## config.mk

```make
export PLATFORM = sky130hd
export DESIGN_NAME = vx_dp_ram_arbiter
export DESIGN_NICKNAME = d
export VERILOG_FILES = /design/src/rtl/vx_dp_ram_arbiter_pkg.sv /design/src/rtl/vx_dp_ram_arbiter_rr_grant.sv /design/src/rtl/vx_dp_ram_arbiter.sv
export SDC_FILE = /design/constraint.sdc
export NUM_CORES = 2
export LEC_CHECK = 0
export ABC_AREA = 1
export BUFFER_PORTS_ARGS = -buffer_cell sky130_fd_sc_hd__buf_2
export CAP_MARGIN = 20
export CORE_UTILIZATION = 30
export DETAILED_ROUTE_END_ITERATION = 10
export HOLD_SLACK_MARGIN = 0.08
export SLEW_MARGIN = 10
export SYNTH_ARGS = -nofsm -noshare
export SYNTH_HDL_FRONTEND = slang
export SYNTH_SLANG_ARGS = --single-unit
```

## constraint.sdc

```tcl
create_clock -name clk -period 6.8 [get_ports clk]
set_input_delay 0.68 -clock clk [delete_from_list [all_inputs] [get_ports clk]]
set_output_delay 0.68 -clock clk [all_outputs]
set_load 0.1 [all_outputs]
```

## src/rtl/vx_dp_ram_arbiter_pkg.sv

```systemverilog
// Shared types and width helpers for the dual-port RAM arbiter.
package vx_ram_arb_pkg;

   typedef enum logic {
      CLEAR = 1'b0,
      READY = 1'b1
   } state_t;

   // Address/index width that never collapses to zero bits.
   function automatic int log2up(input int n);
      return (n > 1) ? $clog2(n) : 1;
   endfunction

   // Width of a round-robin pointer for n requesters.
   function automatic int rr_ptrw(input int n);
      return log2up(n);
   endfunction

endpackage

```

## src/rtl/vx_dp_ram_arbiter_rr_grant.sv

```systemverilog
// Round-robin grant: priority starts one past the last accepted requester.
module vx_rr_grant
   import vx_ram_arb_pkg::*;
#(
   parameter int NUM_REQS = 4
) (
   input  logic                           clk,
   input  logic                           reset,
   input  logic [NUM_REQS-1:0]            valid,
   input  logic                           enable,
   output logic [NUM_REQS-1:0]            grant,
   output logic [rr_ptrw(NUM_REQS)-1:0]   grant_idx
);

   localparam int PTRW = rr_ptrw(NUM_REQS);

   logic [PTRW-1:0] last_q;
   logic [PTRW-1:0] cidx;
   logic            found;
   int              cand;

   // Scan requesters starting at last_q+1 and pick the first valid one.
   always_comb begin
      grant     = '0;
      grant_idx = '0;
      found     = 1'b0;
      cand      = 0;
      cidx      = '0;
      for (int k = 1; k <= NUM_REQS; k++) begin
         cand = (int'(last_q) + k) % NUM_REQS;
         cidx = PTRW'(cand);
         if (enable && !found && valid[cidx]) begin
            found       = 1'b1;
            grant[cidx] = 1'b1;
            grant_idx   = cidx;
         end
      end
   end

   // Remember the winner; reset value makes requester 0 highest priority.
   always_ff @(posedge clk) begin
      if (reset) begin
         last_q <= PTRW'(NUM_REQS - 1);
      end else if (|grant) begin
         last_q <= grant_idx;
      end
   end

endmodule

```

## src/rtl/vx_dp_ram_arbiter.sv

```systemverilog
// Shares one 1W/1R registered-read RAM among NUM_REQS requesters, with a
// clear sweep that initialises every entry after reset or on request.
//
//   state | meaning
//   ------+-------------------------------------------------------------
//   CLEAR | sweeping INIT_VALUE into entry ptr each cycle; no grants
//   READY | normal operation; independent write and read round-robin
module vx_dp_ram_arbiter
   import vx_ram_arb_pkg::*;
#(
   parameter int                NUM_REQS   = 4,
   parameter int                DATAW      = 32,
   parameter int                SIZE       = 64,
   parameter int                WRENW      = 1,
   parameter logic [DATAW-1:0]  INIT_VALUE = '0,
   parameter int                ADDRW      = log2up(SIZE)
) (
   input  logic                       clk,
   input  logic                       reset,
   input  logic                       clear,
   output logic                       busy,
   input  logic [NUM_REQS-1:0]        wr_valid,
   input  logic [NUM_REQS*ADDRW-1:0]  wr_addr,
   input  logic [NUM_REQS*WRENW-1:0]  wr_wren,
   input  logic [NUM_REQS*DATAW-1:0]  wr_data,
   output logic [NUM_REQS-1:0]        wr_ready,
   input  logic [NUM_REQS-1:0]        rd_valid,
   input  logic [NUM_REQS*ADDRW-1:0]  rd_addr,
   output logic [NUM_REQS-1:0]        rd_ready,
   output logic [NUM_REQS-1:0]        rsp_valid,
   output logic [DATAW-1:0]           rsp_data
);

   localparam int RR_PTRW = rr_ptrw(NUM_REQS);
   localparam int LANEW   = DATAW / WRENW;

   state_t              state_q, state_d;
   logic [ADDRW-1:0]    ptr_q, ptr_d;
   logic                arb_en;
   logic [RR_PTRW-1:0]  wr_idx, rd_idx;
   logic [NUM_REQS-1:0] wr_grant, rd_grant;

   logic                ram_we;
   logic [ADDRW-1:0]    ram_waddr, ram_raddr;
   logic [WRENW-1:0]    ram_wren;
   logic [DATAW-1:0]    ram_wdata;
   logic [DATAW-1:0]    mem [SIZE];

   // State and sweep pointer registers.
   always_ff @(posedge clk) begin
      if (reset) begin
         state_q <= CLEAR;
         ptr_q   <= '0;
      end else begin
         state_q <= state_d;
         ptr_q   <= ptr_d;
      end
   end

   // Next state: sweep to the last entry, a clear pulse always restarts at 0.
   always_comb begin
      state_d = state_q;
      ptr_d   = ptr_q;
      case (state_q)
         CLEAR: begin
            if (clear) begin
               ptr_d = '0;
            end else if (ptr_q == ADDRW'(SIZE - 1)) begin
               state_d = READY;
               ptr_d   = '0;
            end else begin
               ptr_d = ptr_q + 1'b1;
            end
         end
         READY: begin
            if (clear) begin
               state_d = CLEAR;
               ptr_d   = '0;
            end
         end
         default: begin
            state_d = CLEAR;
            ptr_d   = '0;
         end
      endcase
   end

   assign busy   = (state_q == CLEAR);
   assign arb_en = (state_q == READY);

   vx_rr_grant #(.NUM_REQS(NUM_REQS)) u_wr_arb (
      .clk       (clk),
      .reset     (reset),
      .valid     (wr_valid),
      .enable    (arb_en),
      .grant     (wr_grant),
      .grant_idx (wr_idx)
   );

   vx_rr_grant #(.NUM_REQS(NUM_REQS)) u_rd_arb (
      .clk       (clk),
      .reset     (reset),
      .valid     (rd_valid),
      .enable    (arb_en),
      .grant     (rd_grant),
      .grant_idx (rd_idx)
   );

   assign wr_ready  = wr_grant;
   assign rd_ready  = rd_grant;
   assign ram_raddr = rd_addr[rd_idx*ADDRW +: ADDRW];

   // Write port source: the sweep owns it in CLEAR, the write winner in READY.
   always_comb begin
      ram_we    = 1'b0;
      ram_waddr = ptr_q;
      ram_wren  = '1;
      ram_wdata = INIT_VALUE;
      if (state_q == CLEAR) begin
         ram_we = 1'b1;
      end else if (|wr_grant) begin
         ram_we    = 1'b1;
         ram_waddr = wr_addr[wr_idx*ADDRW +: ADDRW];
         ram_wren  = wr_wren[wr_idx*WRENW +: WRENW];
         ram_wdata = wr_data[wr_idx*DATAW +: DATAW];
      end
   end

   // RAM storage with per-lane write enables; never reset, the sweep initialises it.
   always_ff @(posedge clk) begin
      if (ram_we) begin
         for (int l = 0; l < WRENW; l++) begin
            if (ram_wren[l]) begin
               mem[ram_waddr][l*LANEW +: LANEW] <= ram_wdata[l*LANEW +: LANEW];
            end
         end
      end
   end

   // Registered read: same-cycle write is not forwarded, so the old data returns.
   always_ff @(posedge clk) begin
      if (reset) begin
         rsp_valid <= '0;
         rsp_data  <= '0;
      end else begin
         rsp_valid <= rd_grant;
         if (|rd_grant) begin
            rsp_data <= mem[ram_raddr];
         end
      end
   end

endmodule

```

==> flow_summary.ini <==
[run_status]
status = finished, final reports clean

[power]
p_comb_frac = 0.056
swShare = 0.2266
p_switching_mw = 6.122
ir_drop_mv = 0.2905
internal_power_mw = 20.90
seq_power_share = 0.518
power_density_nw_per_um2 = 251.9
leakage_nw = 42.36
clkPwrFrac = 0.426

[synth]
synth-xor-area-share = 0
yosysWarnings = 0
synth_area_leaders = edfxtp_1 66%, nand3_1 10%, nand2_1 6.9%
yosysUniqueCellTypes = 39
syn_nets = 8751
synth_seq_area_share = 0.6675
ys_async_sr_fraction = 0
yosysMostFrequentCell = edfxtp_1
synth.mux.area_fraction = 0.0002140
synth_top_family_by_area = simple AND/OR/NAND/NOR gates
synth.largest_area_cell = edfxtp_1
synth_fa_ha_area_frac = 0.002274
yosys.area.top_type_share = 0.6574
synthSimpleGateAreaFrac = 0.2456
syn_area_per_cell_um2 = 10.95
synth_compound_area_frac = 0.01051
synth-main-ff-cell = edfxtp_1
synthTopCellsByCount = 2048 x edfxtp_1, 1951 x nand3_1, 1726 x nand2_1
synth.cell_area_um2 = 93540
synth-edff-count = 2048
ys_ff_latch = 2095
synthesis.instances = 8543

[timing]
worstMarginPinSlew_ns = 1.141
finalHoldViolCount = 0
fin_skew_ns = 0.04785
fin_tns_setup_ns = 0
max_freq_ghz = 0.1628
min_period_ns = 6.141
setup_viol = 0
rsz0062_at_grt = no
slew_viol_final = 0
relSlewSlack = 0.2358
period_share = 0.9031

[flow_run]
maxCapViolations = 0

[die]
fp.dieH_um = 560.4
dieWidth_um = 560.4
core_area_um2 = 309600
dieArea_um2 = 314100
initial_core_util = 0.3021
io_pins = 236
rows = 204

[clock_tree]
clockRootBuffer = clkbuf_16
htree_num_levels = 4
tritoncts.num_buffers = 211
insertion_delay_ns = 0.87
cts_sinks = 2095
clk_pin_slew_ns = 0.07
tritoncts = yes
cts_setup_buffers = 0
cts_buffer_depth = 3
cts.repair.resized = 0

[detailed_routing]
routed_wl_mm = 284.8
dr_wl_met2_mm = 136.3
vias = 65130
vias_per_cell = 5.034
topRoutingLayerUsed = met4
first_iter_violations = 7234
dr.pass1.iters = 8
met3_length_mm = 21.96
m1WireLength_mm = 116.7
drcViolationCount = 0
drtAntennaViolNets = 0
wl_per_cell_um = 22.02

[placement]
gp_congestion = 0.9538
port-buffer-count = 235
dp_hpwl_mm = 158.9

[worst_setup_path]
cp_max_fo = 29
cp.required_ns = 7.29
startpoint_type = flip-flop
crit_arrival_ns = 6.63
r2r_slack_ns = 0.66
endpoint_kind = flip-flop
crit_type = flip-flop to flip-flop

[layout]
area_delta_synth_final_pct = 14.64
nets = 8846
drive_above_1_share = 0.1022
utilization = 0.3464

[global_routing]
antenna_found_initial = 13
grt_overflow = 0
grt_usage = 0.1765
grt_pass1_vias = 62630
grt_start_max_net_pins = 192
grt_pass1_wl_mm = 417.3

[min_path]
worstHoldPathType = primary input to flip-flop
[routing by layer]
layer | track usage | vias to the layer above
li1 | - | 29580
met4 | 0.06008 | 0
met3 | 0.02817 | 518
met1 | 0.2319 | 32210
met5 | 0 | -
met2 | 0.2952 | 2826
[state kept, by name (all words and copies together) (netlist names)]
signal and flops:
u_rd_arb.last_q 2, mem 2048, arb_en 1, ptr_q 6, u_wr_arb.last_q 2, rsp_valid 4, rsp_data 32
[critical path, cell delays in order, from the launching register on]
cell	delay [ns]
dfxtp_1	0.57
inv_2	0.17
ha_1	0.32
inv_1	0.15
nand2_1	0.08
o21ai_1	0.11
nand2_1	0.12
a21oi_2	0.22
nand2_1	0.20
o21ai_4	0.74
buf_4	0.43
nand3_1	0.17
a31oi_1	0.88
nand2_1	0.73
nor2_4	0.32
buf_4	0.51
[layout by cell type (no fill, tap or decap), drive strengths merged]
cell / Yosys / layout
mux2i: 2 / 2
clkbuf: 157 / 274
clkinv: 0 / 90
nand2: 1735 / 1735
dfxtp: 47 / 47
edfxtp: 2048 / 2048
a21boi: 1 / 1
a221oi: 6 / 6
inv: 1071 / 1076
o221ai: 1 / 1
nand3b: 800 / 800
bufinv: 0 / 16
o211ai: 36 / 36
nor2: 113 / 113
or2: 4 / 4
a21oi: 12 / 12
nand4: 1 / 1
diode: 0 / 6
o22ai: 1 / 1
a211oi: 1 / 1
nor3: 6 / 6
o21bai: 2 / 2
clkinvlp: 0 / 2
a31oi: 33 / 33
buf: 417 / 455
nand3: 1966 / 1966
ha: 17 / 17
dlygate4sd3: 0 / 1
o2111ai: 2 / 2
o21ai: 64 / 64
[stage by stage]
step / cell area (µm²) / power, mW / cells / worst slack [ns] / hold slack, ns
2_1_floorplan: 93550 / 15.23 / 8543 / 0.3400 / 0.4575
3_3_place_gp: 100300 / 15.75 / 12540 / 0.8931 / 0.4694
3_5_place_dp: 100400 / 15.76 / 12540 / 0.9371 / 0.4737
4_1_cts: 107200 / 27.15 / 12930 / 0.8752 / 0.1175
5_1_grt: 107200 / 27.79 / 12930 / 0.5319 / 0.1722
6_report: 107200 / 27.02 / 12940 / 0.6592 / 0.1758
[cell type report]
class                           instances  area [µm²]
Sequential cell                      2095       62440
Clock buffer                          274        5617
Timing Repair Buffer                  456        3551
Fill cell                           30220      202400
Tap cell                             4120        5155
Antenna cell                            6       15.01
Multi-Input combinational cell       4803       25220
Clock inverter                        113        1197
Inverter                             1071        4046
[logic make-up (layout without fill, tap and decap cells)]
group                      Yosys count  count (layout)
and+or+nand+nor                   4625            4625
DFF                               2095            2095
buffers and inverters             1645            1914
AOI/OAI and AO/OA                  159             159
adders and majority gates           17              17
muxes                                2               2
other                                0               6
[path summary, 6_finish.rpt]
check             cells past startpoint      endpoint                from
hold / removal                        2  rsp_valid[0]               reset
setup / recovery                     15    mem[2][16]  u_wr_arb.last_q[0]
hold reg to reg                       2      ptr_q[5]            ptr_q[5]
setup reg to reg                     15    mem[2][16]  u_wr_arb.last_q[0]
[power by group through the flow]
stage | clock (mW) | sequential [mW] | combinational [mW]
2_1_floorplan | 0 | 14.3 | 0.958
3_3_place_gp | 0 | 14.3 | 1.48
3_5_place_dp | 0 | 14.3 | 1.49
4_1_cts | 11.7 | 14.0 | 1.50
5_1_grt | 12.2 | 14.0 | 1.64
6_report | 11.5 | 14.0 | 1.51
[what timing repair did]
action | 4_1_cts | 5_1_grt
hold buffers | 1 | 0
setup endpoints to repair | 0 | 0
endpoints found under the hold margin | 2 | 0
No activity file was read; power rests on OpenSTA's default activity.
